[src/rtl/left_line_writer.sv]
// Captures one left-camera line into the line BRAM (port A), hands it to the
// line reader with a one-cycle start pulse, and holds off writes until the reader has drained.
module left_line_writer #(
    parameter int LINE_LEN = 644,
    parameter int ADDR_W   = 10,
    parameter int DATA_W   = 8,
    parameter int LCNT_W   = 9
) (
    input  logic              clock,
    input  logic              reset_n,
    input  logic              vsync,
    input  logic              href,
    input  logic              pix_valid,
    input  logic [DATA_W-1:0] pix_data,
    input  logic              reader_busy,
    output logic              wea,
    output logic [ADDR_W-1:0] addra,
    output logic [DATA_W-1:0] dina,
    output logic              rea,
    output logic [LCNT_W-1:0] line_count,
    output logic              overrun,
    output logic              short_line
);

    typedef enum logic [2:0] {
        LINE_WAIT,
        WRITE,
        HANDOFF,
        DRAIN_START,
        DRAIN
    } state_t;

    localparam logic [ADDR_W-1:0] LAST_ADDR = ADDR_W'(LINE_LEN - 1);

    state_t            state_q, state_d;
    logic [ADDR_W-1:0] cnt_q, cnt_d;
    logic              href_q, href_d;
    logic              vsync_q, vsync_d;
    logic              wea_q, wea_d;
    logic [ADDR_W-1:0] addra_q, addra_d;
    logic [DATA_W-1:0] dina_q, dina_d;
    logic              rea_q, rea_d;
    logic [LCNT_W-1:0] line_count_q, line_count_d;
    logic              overrun_q, overrun_d;
    logic              short_line_q, short_line_d;

    logic              href_rise;
    logic              vsync_rise;
    logic              accept;
    logic              reader_owns_line;
    logic [ADDR_W-1:0] wr_addr;

    assign href_rise        = href & ~href_q;
    assign vsync_rise       = vsync & ~vsync_q;
    assign reader_owns_line = (state_q == HANDOFF) || (state_q == DRAIN_START) ||
                              (state_q == DRAIN);
    // The first pixel of a line may arrive on the href edge itself, before WRITE is entered.
    assign wr_addr          = (state_q == LINE_WAIT) ? '0 : cnt_q;

    // NOTE: every variable assigned here gets a default first, so no path leaves one unassigned and no latch is inferred.
    always_comb begin
        state_d      = state_q;
        cnt_d        = cnt_q;
        href_d       = href;
        vsync_d      = vsync;
        wea_d        = 1'b0;
        addra_d      = addra_q;
        dina_d       = dina_q;
        rea_d        = 1'b0;
        line_count_d = line_count_q;
        overrun_d    = overrun_q;
        short_line_d = 1'b0;
        accept       = 1'b0;

        if (vsync_rise) begin
            cnt_d        = '0;
            line_count_d = '0;
            overrun_d    = 1'b0;
            // A reader that may already be running must finish before the BRAM is touched again.
            if ((state_q == DRAIN_START) || (state_q == DRAIN)) begin
                state_d = DRAIN;
            end else begin
                state_d = LINE_WAIT;
            end
        end else begin
            if (href_rise && reader_owns_line) begin
                overrun_d = 1'b1;
            end

            case (state_q)
                LINE_WAIT: begin
                    if (href_rise) begin
                        state_d = WRITE;
                        cnt_d   = '0;
                        accept  = pix_valid;
                    end
                end
                WRITE: begin
                    if (!href) begin
                        short_line_d = 1'b1;
                        cnt_d        = '0;
                        state_d      = LINE_WAIT;
                    end else begin
                        accept = pix_valid;
                    end
                end
                HANDOFF: begin
                    if (!reader_busy) begin
                        rea_d        = 1'b1;
                        line_count_d = line_count_q + LCNT_W'(1);
                        state_d      = DRAIN_START;
                    end
                end
                DRAIN_START: begin
                    if (reader_busy) begin
                        state_d = DRAIN;
                    end
                end
                DRAIN: begin
                    if (!reader_busy) begin
                        state_d = LINE_WAIT;
                    end
                end
                default: begin
                    state_d = LINE_WAIT;
                end
            endcase

            if (accept) begin
                wea_d   = 1'b1;
                addra_d = wr_addr;
                dina_d  = pix_data;
                if (wr_addr == LAST_ADDR) begin
                    cnt_d   = '0;
                    state_d = HANDOFF;
                end else begin
                    cnt_d = wr_addr + ADDR_W'(1);
                end
            end
        end
    end

    // NOTE: state registers use non-blocking assignments so every flop samples pre-edge values.
    always_ff @(posedge clock or negedge reset_n) begin
        if (!reset_n) begin
            state_q      <= LINE_WAIT;
            cnt_q        <= '0;
            href_q       <= 1'b0;
            vsync_q      <= 1'b0;
            wea_q        <= 1'b0;
            addra_q      <= '0;
            dina_q       <= '0;
            rea_q        <= 1'b0;
            line_count_q <= '0;
            overrun_q    <= 1'b0;
            short_line_q <= 1'b0;
        end else begin
            state_q      <= state_d;
            cnt_q        <= cnt_d;
            href_q       <= href_d;
            vsync_q      <= vsync_d;
            wea_q        <= wea_d;
            addra_q      <= addra_d;
            dina_q       <= dina_d;
            rea_q        <= rea_d;
            line_count_q <= line_count_d;
            overrun_q    <= overrun_d;
            short_line_q <= short_line_d;
        end
    end

    assign wea        = wea_q;
    assign addra      = addra_q;
    assign dina       = dina_q;
    assign rea        = rea_q;
    assign line_count = line_count_q;
    assign overrun    = overrun_q;
    assign short_line = short_line_q;

endmodule

[config.mk]
export PLATFORM = sky130hd
export DESIGN_NAME = left_line_writer
export DESIGN_NICKNAME = d
export VERILOG_FILES = /design/src/rtl/left_line_writer.sv
export SDC_FILE = /design/constraint.sdc
export NUM_CORES = 1
export LEC_CHECK = 0
export CORE_ASPECT_RATIO = 1.2
export CORE_UTILIZATION = 50
export DETAILED_ROUTE_END_ITERATION = 10
export HOLD_SLACK_MARGIN = 0.02
export PLACE_DENSITY = 0.89
export SLEW_MARGIN = 20
export SYNTH_ARGS = -nofsm -noshare
export SYNTH_HDL_FRONTEND = slang
export SYNTH_SLANG_ARGS = --single-unit
export TNS_END_PERCENT = 20
[constraint.sdc]
create_clock -name clock -period 3.43 [get_ports clock]
set_input_delay 0.686 -clock clock [delete_from_list [all_inputs] [get_ports clock]]
set_output_delay 0.686 -clock clock [all_outputs]
set_load 0.02 [all_outputs]
## After elaboration in Yosys (flattened, before gate mapping)

Index checks and enable logic that the tools add are counted.

| cells by class | value |
|---|---|
| add/sub/neg operators | 2 |
| reductions and logical operators | 11 |
| eq/ne operators | 8 |
| muxes and demuxes | 34 |
| bitwise logic cells | 5 |

Operators by type and width:

| kind | count |
|---|---|
| $mux 10 | 6 |
| $mux 3 | 9 |
| $mux 9 | 3 |
| $pmux 10 s2 | 1 |
| $pmux 3 s5 | 1 |
| $mux 1 | 13 |
| $add 10x1->10 const B | 1 |
| $eq 10x10->1 const B | 1 |
| $add 9x1->9 const B | 1 |
| $eq 3x2->1 const B | 2 |
| $ne 4x3->1 const B | 1 |
| $ne 4x4->1 const B | 1 |
| $reduce_and 2->1 | 2 |
| $reduce_bool 2->1 | 2 |
| $reduce_bool 4->1 | 1 |
| $eq 3x1->1 const B | 1 |
| $eq 3x3->1 const B | 1 |
| $logic_not 3->1 | 1 |
| $logic_or 1x1->1 | 3 |
| $not 1->1 | 3 |
| $reduce_and 3->1 | 1 |
| $and 1x1->1 | 2 |
| $ne 2x1->1 const B | 1 |
| $pmux 1 s2 | 1 |
| $logic_and 1x1->1 | 1 |

| word-level totals | value |
|---|---|
| output and inout bits | 31 |
| input port bits | 14 |
| word-level logic and storage cells | 71 |
| register bits after elaboration | 46 |

## Logic depth before layout (Yosys ltp)

Gate-level depths: netlist (run 1).

| depth | value |
|---|---|
| depth after elaboration | 7 |
| mapped depth | 10 |
| gate-level depth less buffers | 8 |

## Worst setup path after synthesis (run 1)

Ideal clock, no wire load.

| timing path | value |
|---|---|
| path type | register to register |
| start point | reg state_q[2] |
| end point | reg cnt_q[4] |
| required time | 3348 ps |
| cell stages (with the launch flop) | 11 |
| arrival time | 2424 ps |
| buffers on the path | 2 |
| library setup time | 82 ps |
| period minus slack after synthesis | 2506 ps |
| path slack | 924 ps |
| path through | dfrtp_1 > buf_2 > or3_1 > clkbuf_1 > nand2_1 > inv_1 > ha_1 > nor4b_1 > nand3_1 > or4b_1 > a31oi_1 |

| between the ends | value |
|---|---|
| word-level cells in the longest chain between the ends | 6 |
| elaborated cells on any way between the ends | 15 |
| classes of those cells | add/sub: 1; eq/ne: 4; mux: 7; reduce/logical: 3 |

Ends and longest elaborated chain:

| what | line | source |
|---|---|---|
| start: declaration | 35 | `state_t state_q, state_d;` |
| start signal: assignment | 158 | `state_q <= state_d;` |
| $logic_not 3->1 (*) | 58 | `assign wr_addr = (state_q == LINE_WAIT) ? '0 : cnt_q;` |
| $mux 10 (*) | 58 |  |
| via wr_addr[0] | 51 | `logic [ADDR_W-1:0] wr_addr;` |
| $add 10x1->10 / $eq 10x10->1 (equally long branches) | 137, 133 |  |
| $mux 10 (*) | 133 | `if (wr_addr == LAST_ADDR) begin` |
| $mux 10 (*) | 129 | `if (accept) begin` |
| $mux 10 (*) | 75 | `if (vsync_rise) begin` |
| end signal: assignment | 159 | `cnt_q <= cnt_d;` |
| end: declaration | 36 | `logic [ADDR_W-1:0] cnt_q, cnt_d;` |

The timed path passes the listed nets; every way through them passes the cells marked *. The select of a mux whose other input is x is not followed.
A chain may end at the register's enable or synchronous reset.

## Final worst setup path (run 1)

| timing path | value |
|---|---|
| start point | reg state_q[2] |
| end point | reg state_q[0] |

| between the ends | value |
|---|---|
| word-level cells in the longest chain between the ends | 6 |
| elaborated cells on any way between the ends | 13 |
| classes of those cells | eq/ne: 5; mux: 7; reduce/logical: 1 |

Ends and longest elaborated chain:

| what | line |
|---|---|
| $logic_not 3->1 | 58 |
| $mux 10 | 58 |
| via wr_addr[0] | 51 |
| $eq 10x10->1 | 133 |
| $mux 3 | 133 |
| $mux 3 | 129 |
| $mux 3 | 75 |
| via state_d[0] | 35 |

The timed path passes the listed nets, and every way through them passes these cells. The select of a mux whose other input is x is not followed.

==> results.tsv, run 1 <==
stage	metric	value	unit
cts	cts repair resizes	0	
global_route	initial antenna violation count	0	
finish	Fill cells	329	
placement	IO buf count	44	
setup_path	worst path cell trace	or3_1 -> nand2_1 -> inv_1 -> ha_1 -> nor4b_1 -> nand4_2 -> nor3_1 -> nor4_1	
setup_path	Critical Path Start Type	register	
die	Core Box Area	4040	um2
setup_path	WP buf/inv	1	
drt	detailed-route wire length per cell	14.5	um
power_and_ir_drop	Peak VDD IR	235	uV
finish	final core occ	67.5	%
drt	DRC	0	
sta	Tcrit/Tclk final	81.0	%
sta	worst clock skew	0.00384	ns
sta	Hold Slack	0.380	ns
global_route	aggregate global routing overflow	0	
setup_path	Critical-path top delay cell	dfrtp_1	
drt	Routed Antenna Nets	0	
setup_path	Worst Path Class, Setup	reg -> reg	
job	Max Cap Viol	0	
setup_path	FF-to-FF End	state_q[0]	
synth	count leader, synth	nand2_1	
power_and_ir_drop	P per Cell Area	385	nW/um2
hold_path	worst min path class	in -> async	
sta	Slew headroom	46.2	%
cts	clk sink count	46	
global_route	first-pass GRT wire length	7840	um
drt	First-pass DRT Iterations	4	
cts	root buffer cell	clkbuf_8	
cts	clock latency on the worst-skew pair	0.30	ns
global_route	Total GRT Usage	22.8	%
synth	Synth cell types	44	
die	Initial Util	53.6	%
cts	setup bufs post-CTS	0	
sta	Max Freq	360	MHz
finish	non-filler instance count after layout	321	
die	FP Rows	25	
die	Die X	62.1	um
finish	Final Net Count	282	
synth	synth warn	0	
setup_path	Crit path largest cell delay	0.57	ns
sta	Final WS setup	0.653	ns
finish	ANT cells	0	
setup_path	CP delay by family, top	simple AND/OR/NAND/NOR gates	
drt	final WL	4650	um
finish	area delta synth->final	25.8	%
setup_path	R2R depth	8	
placement	Post-DP Area	2640	um2
synth	Post-synth top cells	nand2_1, dfrtp_1, nand3_1	
drt	Detailed Route Iter0 Violations	75	
sta	Max Slew Vio Count	0	
synth	fraction of registers with async set/reset	100	%
synth	post-synth top area share	53.2	%
placement	# placed instances	313	
cts	H-Tree Depth	2	
drt	Vias	1839	
setup_path	Crit Reg-Reg Startpoint	state_q[2]	
die	Chip Height	74.1	um
synth	Seq/Total Area, Yosys	53.2	%
synth	most common flop cell mapped by yosys	dfrtp_1	
drt	average via count per standard cell	5.73	
synth	Syn Std Cell Area	2160	um2
sta	post-route minimum period	2.78	ns
sta	Sum Neg Setup Slack	0	ns
cts	clock slew at reported path FFs	0.08	ns
sta	RSZ-0062 raised after global routing	no	
cts	TritonCTS clock tree	yes	
setup_path	worst-path maximum fanout	13	
synth	synthesized instance count	223	
setup_path	Req. time, crit path	3.58	ns
synth	synthesized area per cell	9.71	um2
power_and_ir_drop	Leakage	1.20	nW
die	Die Area	4600	um2
setup_path	reg-to-reg setup timing slack	0.65	ns
die	Top Ports	45	
run_status	status	finished clean	
sta	final hold vios	0	
synth	flops & latches, synth	46	
placement	DP Wirelength	3290	um
cts	TritonCTS buffer count	5	
synth	EDFF count, synth	0	
setup_path	Crit path arrival time	2.92	ns
setup_path	Critical Path End Type	register	
cts	Max clock buf depth	2	
global_route	largest net degree at the start of global routing	47	
placement	Placer Congestion	0.882	
global_route	vias in the first global route	1831	
sta	worst slew pin tran	0.805	ns
power_and_ir_drop	Pwr Total	1.05	mW
finish	Final Cell Area	2720	um2
cts	Hold Buf Count CTS	0	
synth	post-synth top area cell	dfrtp_1	
synth	syn_nets	239	
finish	share of layout cells above drive strength 1	7.12	%
synth	top area cells in the synthesized netlist	dfrtp_1, nand2_1, nand3_1	
placement	worst slack at placement	0.596	ns
sta	Final setup viols	0	
## registers in the layout (all words and copies together) (netlist names)
register	flops
state_q	3
href_q	1
vsync_q	1
short_line	1
dina	8
addra	10
rea	1
wea	1
cnt_q	10
line_count	9
overrun	1
## how the worst max path moves through the flow
stage / cells past startpoint / startpoint / slack, ns / endpoint
after CTS: 8 / state_q[2] / 0.68 / state_q[0]
after global routing: 8 / state_q[2] / 0.33 / state_q[0]
after floorplan: 10 / state_q[2] / 0.92 / cnt_q[4]
after global placement: 6 / vsync / 0.71 / cnt_q[9]
final: 8 / state_q[2] / 0.65 / state_q[0]
after detailed placement: 6 / vsync / 0.60 / cnt_q[9]
## per-layer routing
layer	vias to the layer above	part of all wire (%)	global-route usage, %	routed length, um
li1	884	-	-	-
met3	6	6.1	4.70	285
met5	-	0	0	0
met1	868	42	27.8	1950
met4	0	0.99	7.90	46
met2	81	51	39.2	2370
## where the power goes
group | internal (mW) | switching (mW)
registers | 0.566 | 0.0126
logic | 0.0664 | 0.0861
clock network | 0.144 | 0.175
total | 0.776 | 0.274
## worst reg2reg max path: stages, from the launching register on
cell and delay (ns):
dfrtp_1 0.57, or3_1 0.44, nand2_1 0.16, inv_1 0.09, ha_1 0.22, nor4b_1 0.40
nand4_2 0.31, nor3_1 0.34, nor4_1 0.09
## final cells by class
cell class / count / area, um2 / share of cell area [%]
clock buffers: 6 / 72.6 / 2.66
clock inverters: 2 / 13.8 / 0.505
inverters: 5 / 18.8 / 0.689
multi-input cells: 161 / 940 / 34.5
flip-flops and latches: 46 / 1150 / 42.3
well taps: 54 / 67.6 / 2.48
repair buffers: 47 / 460 / 16.9
## layout by cell type, fill, tap and decap left out, types with 3 or more instances in the layout
cell	n
buf_4	4
nand2_1	47
clkbuf_8	5
nand3_1	15
dfrtp_1	46
nor3_1	3
nand4_1	8
nor4_1	4
nor4b_1	3
clkdlybuf4s50_1	43
o21ai_0	8
and2_1	4
nand2b_1	3
nor2_1	14
a31oi_1	8
and3_1	3
o31ai_1	3
inv_1	4
xor2_1	6
## kinds of logic after synthesis
logic type      Yosys count  share of synthesized area, %
simple gates            116                          27.6
flops                    46                          53.2
compound gates           34                          10.9
buf+inv                  16                          3.41
xor+xnor                  7                          2.83
mux                       2                         0.983
fa+ha+maj                 2                          1.16
Note: power is estimated with default switching activity, not from simulation.
==> run 2: changes to the inputs <==
- CORE_UTILIZATION: 50 -> 46
- PLACE_DENSITY: 0.89 -> 0.87
- clock period: 3.43 -> 2.3 ns (I/O delays scaled with it)
==> results.tsv, run 2 (synthesized netlist as in run 1, its figures left out) <==
stage	metric	value	unit	change
power_and_ir_drop	Sw Share	25.3	%	-0.80 points
finish	ANT cells	0		unchanged
cts	clk sink count	46		unchanged
global_route	grt met3 use	4.46	%	-0.23 points
die	Die X	64.6	um	+4.1%
run_status	status	finished clean		
cts	root buffer cell	clkbuf_8		
drt	Vias	1896		+3.1%
setup_path	Req. time, crit path	2.52	ns	-1.06 ns
global_route	aggregate global routing overflow	0		unchanged
drt	final WL	4850	um	+4.4%
setup_path	Crit Reg-Reg Startpoint	state_q[1]		
finish	Final Net Count	296		+5.0%
setup_path	worst-path maximum fanout	6		-7
global_route	initial antenna violation count	0		unchanged
sta	Final setup viols	0		unchanged
finish	area delta synth->final	35.0	%	
drt	DRC	0		unchanged
global_route	met1 Use GR	28.9	%	+1.1 points
finish	final core occ	66.6	%	-0.95 points
global_route	vias in the first global route	1883		+2.8%
cts	TritonCTS buffer count	5		unchanged
cts	TritonCTS clock tree	yes		
die	Initial Util	49.3	%	-4.4 points
power_and_ir_drop	Leakage	1.29	nW	+7.5%
setup_path	Critical Path End Type	register		
finish	share of layout cells above drive strength 1	14.2	%	+7.1 points
drt	detailed-route wire length per cell	14.4	um	-0.54%
drt	First-pass DRT Iterations	4		unchanged
power_and_ir_drop	Clock power frac	35.2	%	+4.8 points
sta	Max Freq	454	MHz	+26%
sta	Max Slew Vio Count	0		unchanged
drt	Detailed Route Iter0 Violations	90		+20%
power_and_ir_drop	Comb power frac	14.4	%	about the same
global_route	gr busiest metal	met2		
placement	Post-DP Area	2780	um2	+5.5%
setup_path	Critical Path Start Type	register		
setup_path	Crit path arrival time	2.43	ns	-0.49 ns
sta	Sum Neg Setup Slack	0	ns	unchanged
global_route	first-pass GRT wire length	8640	um	+10%
hold_path	worst min path class	in -> async		
die	Chip Height	77.1	um	+4.1%
cts	Max clock buf depth	2		unchanged
power_and_ir_drop	sequential share of power	50.4	%	-4.7 points
power_and_ir_drop	Int Power	1.28	mW	+65%
drt	Routed Antenna Nets	0		unchanged
global_route	met2 Usage GRT	35.5	%	-3.8 points
die	Top Ports	45		unchanged
cts	clock slew at reported path FFs	0.09	ns	about the same
sta	final hold vios	0		unchanged
placement	# placed instances	326		+4.2%
drt	average via count per standard cell	5.63		-1.8%
finish	Final Cell Area	2920	um2	+7.3%
power_and_ir_drop	Sw Pwr	433	uW	+58%
job	Max Cap Viol	0		unchanged
cts	clock latency on the worst-skew pair	0.30	ns	about the same
die	Core Box Area	4390	um2	+8.8%
setup_path	Worst Path Class, Setup	reg -> reg		
sta	worst clock skew	0.00368	ns	-0.000165 ns
global_route	Total GRT Usage	22.1	%	-0.62 points
sta	post-route minimum period	2.20	ns	-0.574 ns
placement	IO buf count	44		unchanged
die	Die Area	4990	um2	+8.4%
placement	Placer Congestion	0.916		+3.9%
global_route	largest net degree at the start of global routing	27		-43%
placement	DP Wirelength	3470	um	+5.4%
cts	H-Tree Depth	2		unchanged
finish	non-filler instance count after layout	337		+5.0%
sta	worst slew pin tran	0.618	ns	-0.187 ns
sta	Tcrit/Tclk final	95.8	%	+15 points
sta	Hold Slack	0.117	ns	-0.263 ns
power_and_ir_drop	Peak VDD IR	322	uV	+37%
die	FP Rows	26		+4.0%
power_and_ir_drop	P per Cell Area	586	nW/um2	+52%
setup_path	worst setup path start	state_q[1]		
sta	Slew headroom	58.2	%	+12 points
finish	most frequent cells in the layout	nand2_1, dfrtp_1, clkdlybuf4s50_1, buf_4		
-- run 2: cell count changes in the layout (fill, tap and decap cells not counted), sizes merged --
cell,previous run,this run
buf,4,18
clkinv,2,0
clkinvlp,0,2
bufinv,0,1
clkbuf,6,5
-- run 2: worst paths after layout --
kind	to	slack (ns)	cells past startpoint
max	cnt_q[4]	0.1	7
min	addra[2]	0.12	1
max reg2reg	cnt_q[4]	0.1	7
min reg2reg	addra[4]	0.48	2
max in group asynchronous	cnt_q[7]	1.69	2
min in group clock	addra[4]	0.48	2
-- run 2: worst max-delay path, cell delays in order, from the launching register on --
cell	delay, ns
dfrtp_1	0.39
or3_4	0.41
and2_1	0.19
ha_2	0.21
nor4b_4	0.14
nand3_2	0.14
or4b_1	0.46
a31oi_2	0.18
-- run 2: final cells by class --
cell class / count / area [um2]
Sequential cell: 46 / 1150
Fill cell: 343 / 1470
Inverter: 5 / 18.8
Multi-Input combinational cell: 161 / 981
Timing Repair Buffer: 61 / 588
Clock inverter: 3 / 45.0
Clock buffer: 5 / 68.8
Tap cell: 56 / 70.1
-- run 2: routing by layer --
layer	vias up	share of wire [%]	wire length [um]
li1	910	-	-
met2	70	49	2390
met1	910	44	2120
met3	6	6.0	289
met4	0	0.95	46
met5	-	0	0
-- run 2: timing repair --
| item | 4_1_cts | 5_1_grt |
|---|---|---|
| hold buffers | 0 | 0 |
| buffers inserted | 0 | 3 |
| setup endpoints to repair | 0 | 1 |
| gates resized for setup | 0 | 1 |
-- run 2: power by group through the flow --
stage | logic (mW) | clock network, mW | registers, mW
2_1_floorplan | 0.0747 | 0 | 0.919
6_report | 0.247 | 0.604 | 0.863
3_5_place_dp | 0.248 | 0 | 0.880
5_1_grt | 0.271 | 0.639 | 0.869
4_1_cts | 0.248 | 0.613 | 0.864
3_3_place_gp | 0.244 | 0 | 0.877
-- run 2: stage by stage --
| stage | power [mW] | worst slack [ns] |
|---|---|---|
| final | 1.71 | 0.0973 |
| after CTS | 1.73 | 0.0970 |
| after floorplan | 0.994 | 0.0165 |
| after global routing | 1.78 | -0.00107 |
| after detailed placement | 1.13 | 0.119 |
| after global placement | 1.12 | 0.195 |
==> run 3: changes to the inputs <==
- SLEW_MARGIN: 20 -> not set
==> results of run 3 <==
No change in the layout: final DEF, timing and power equal those of run 2.
==> edit, RTL diff (flow settings as in run 1) <==
Put one more register stage on the output `addra`, without a reset. The value now appears one clock later. The other outputs are not delayed to match.
--- a/src/rtl/left_line_writer.sv
+++ b/src/rtl/left_line_writer.sv
@@ -170,7 +170,9 @@
     end
 
     assign wea        = wea_q;
-    assign addra      = addra_q;
+    always_ff @(posedge clock) begin
+        addra <= addra_q;
+    end
     assign dina       = dina_q;
     assign rea        = rea_q;
     assign line_count = line_count_q;
Function: changed (a bounded check fails within 4 cycles, from zero or initial values and one cycle with reset_n low).
==> edit against run 1 <==
- worst setup slack better by 0.16 ns
- die area up 12%
- sequential share of layout area up 3.0 points
- area after synthesis up 12%
- critical path type is now input pin to flop
- design area up 9.7%
- power up 21%
- sequential cell count up 10
- routed wire length up 11%
==> edit: results (changes against run 1) <==
metric,value,unit,change
post-synthesis sequential area ratio,55.6,%,+2.4 points
Setup crit end,addra_q[1],,
routed vias,1951,,+6.1%
HPWL Detailed,3.49,mm,+5.9%
Cells after Synth,234,,+4.9%
area post-placement,2880,sq um,+9.2%
global-route wire length before repair,8.54,mm,+9.0%
Synth cell types,49,,+11%
sw power,0.000307,W,+12%
worst-margin pin slew,0.680,ns,-0.125 ns
fraction of layout cells with a size suffix above 1,7.58,%,+0.47 points
sequential share of power,55.0,%,about the same
Synth area leaders,"dfrtp_1 (47%), dfxtp_1 (8.2%), nand2_1 (8.0%)",,
synth cell count leaders,"nand2_1 (52), dfrtp_1 (46), nand3_1 (16), nor2_1 (11), dfxtp_1 (10)",,
Final nets,292,,+3.5%
Clk power,0.000420,W,+32%
Layout Skew,0.00460,ns,+0.000763 ns
# placed instances,327,,+4.5%
GP Congestion,0.868,,-1.5%
Total Routing Usage GR,21.7,%,-1.1 points
Routed WL,5.15,mm,+11%
CP Data Arrival Time,2.82,ns,-0.10 ns
crit path max fanout,24,,+11
RR Startpoint,state_q[0],,
# port buffers,44,,unchanged
Starting DRT DRC Count,193,,+160%
leakage power,1.30,nW,+8.3%
fraction of registers with async set or reset after synthesis,82.1,%,-18 points
vias in the first global route,1901,,+3.8%
net count after synthesis,250,,+4.6%
"setup slack, reg-to-reg",0.84,ns,+0.19 ns
worst r2r dst,cnt_q[5],,
peak supply drop,0.230,mV,-1.9%
WL/cell,15.4,um,+6.1%
"Clk pin slew, worst setup/hold paths",0.10,ns,+0.02 ns
Crit. Startpoint,href,,
run status,finished clean,,
Hold Path Class,input pin to asynchronous set/reset pin,,
## edit: kinds of logic (layout without fill, tap and decap cells)
| logic type | Yosys count | after routing | synth area share (%) |
|---|---|---|---|
| xor+xnor | 9 | 9 | 3.24 |
| buf+inv | 14 | 57 | 3.45 |
| flops | 56 | 56 | 55.6 |
| simple gates | 122 | 122 | 27.4 |
| mux | 3 | 3 | 1.34 |
| compound gates | 28 | 28 | 7.98 |
| fa+ha+maj | 2 | 2 | 1.03 |
## edit: cell type report
cell class / count / area, sq um / area share [%]
Sequential cell: 56 / 1350 / 45.2
Multi-Input combinational cell: 164 / 996 / 33.3
Inverter: 4 / 15.0 / 0.503
Tap cell: 58 / 72.6 / 2.43
Clock inverter: 2 / 35.0 / 1.17
Timing Repair Buffer: 45 / 445 / 14.9
Clock buffer: 6 / 72.6 / 2.43
## edit: layer usage
metal / share of wire (%) / global-route usage (%) / routed length, um / up-vias
met4: 2.7 / 11.7 / 139 / 0
met5: 0 / 0 / 0 / -
li1: - / - / - / 905
met1: 42 / 26.9 / 2140 / 931
met2: 50 / 34.9 / 2580 / 91
met3: 5.5 / 4.22 / 281 / 24
## edit: stage by stage
stage / worst slack [ns] / hold WS, ns / utilization (%) / power (W)
2_1_floorplan: 1.34 / 0.344 / - / 0.000788
4_1_cts: 0.810 / 0.374 / 64.5 / 0.00128
3_5_place_dp: 0.486 / 0.353 / 62.2 / 0.000867
6_report: 0.809 / 0.363 / 64.6 / 0.00127
5_1_grt: 0.569 / 0.381 / 64.6 / 0.00132
3_3_place_gp: 0.549 / 0.354 / 62.2 / 0.000861
## edit: critical path: stages
cell	delay, ns
clkdlybuf4s50_1	0.55
nand2_1	0.14
nand4bb_4	0.45
inv_1	0.59
mux2_2	0.40
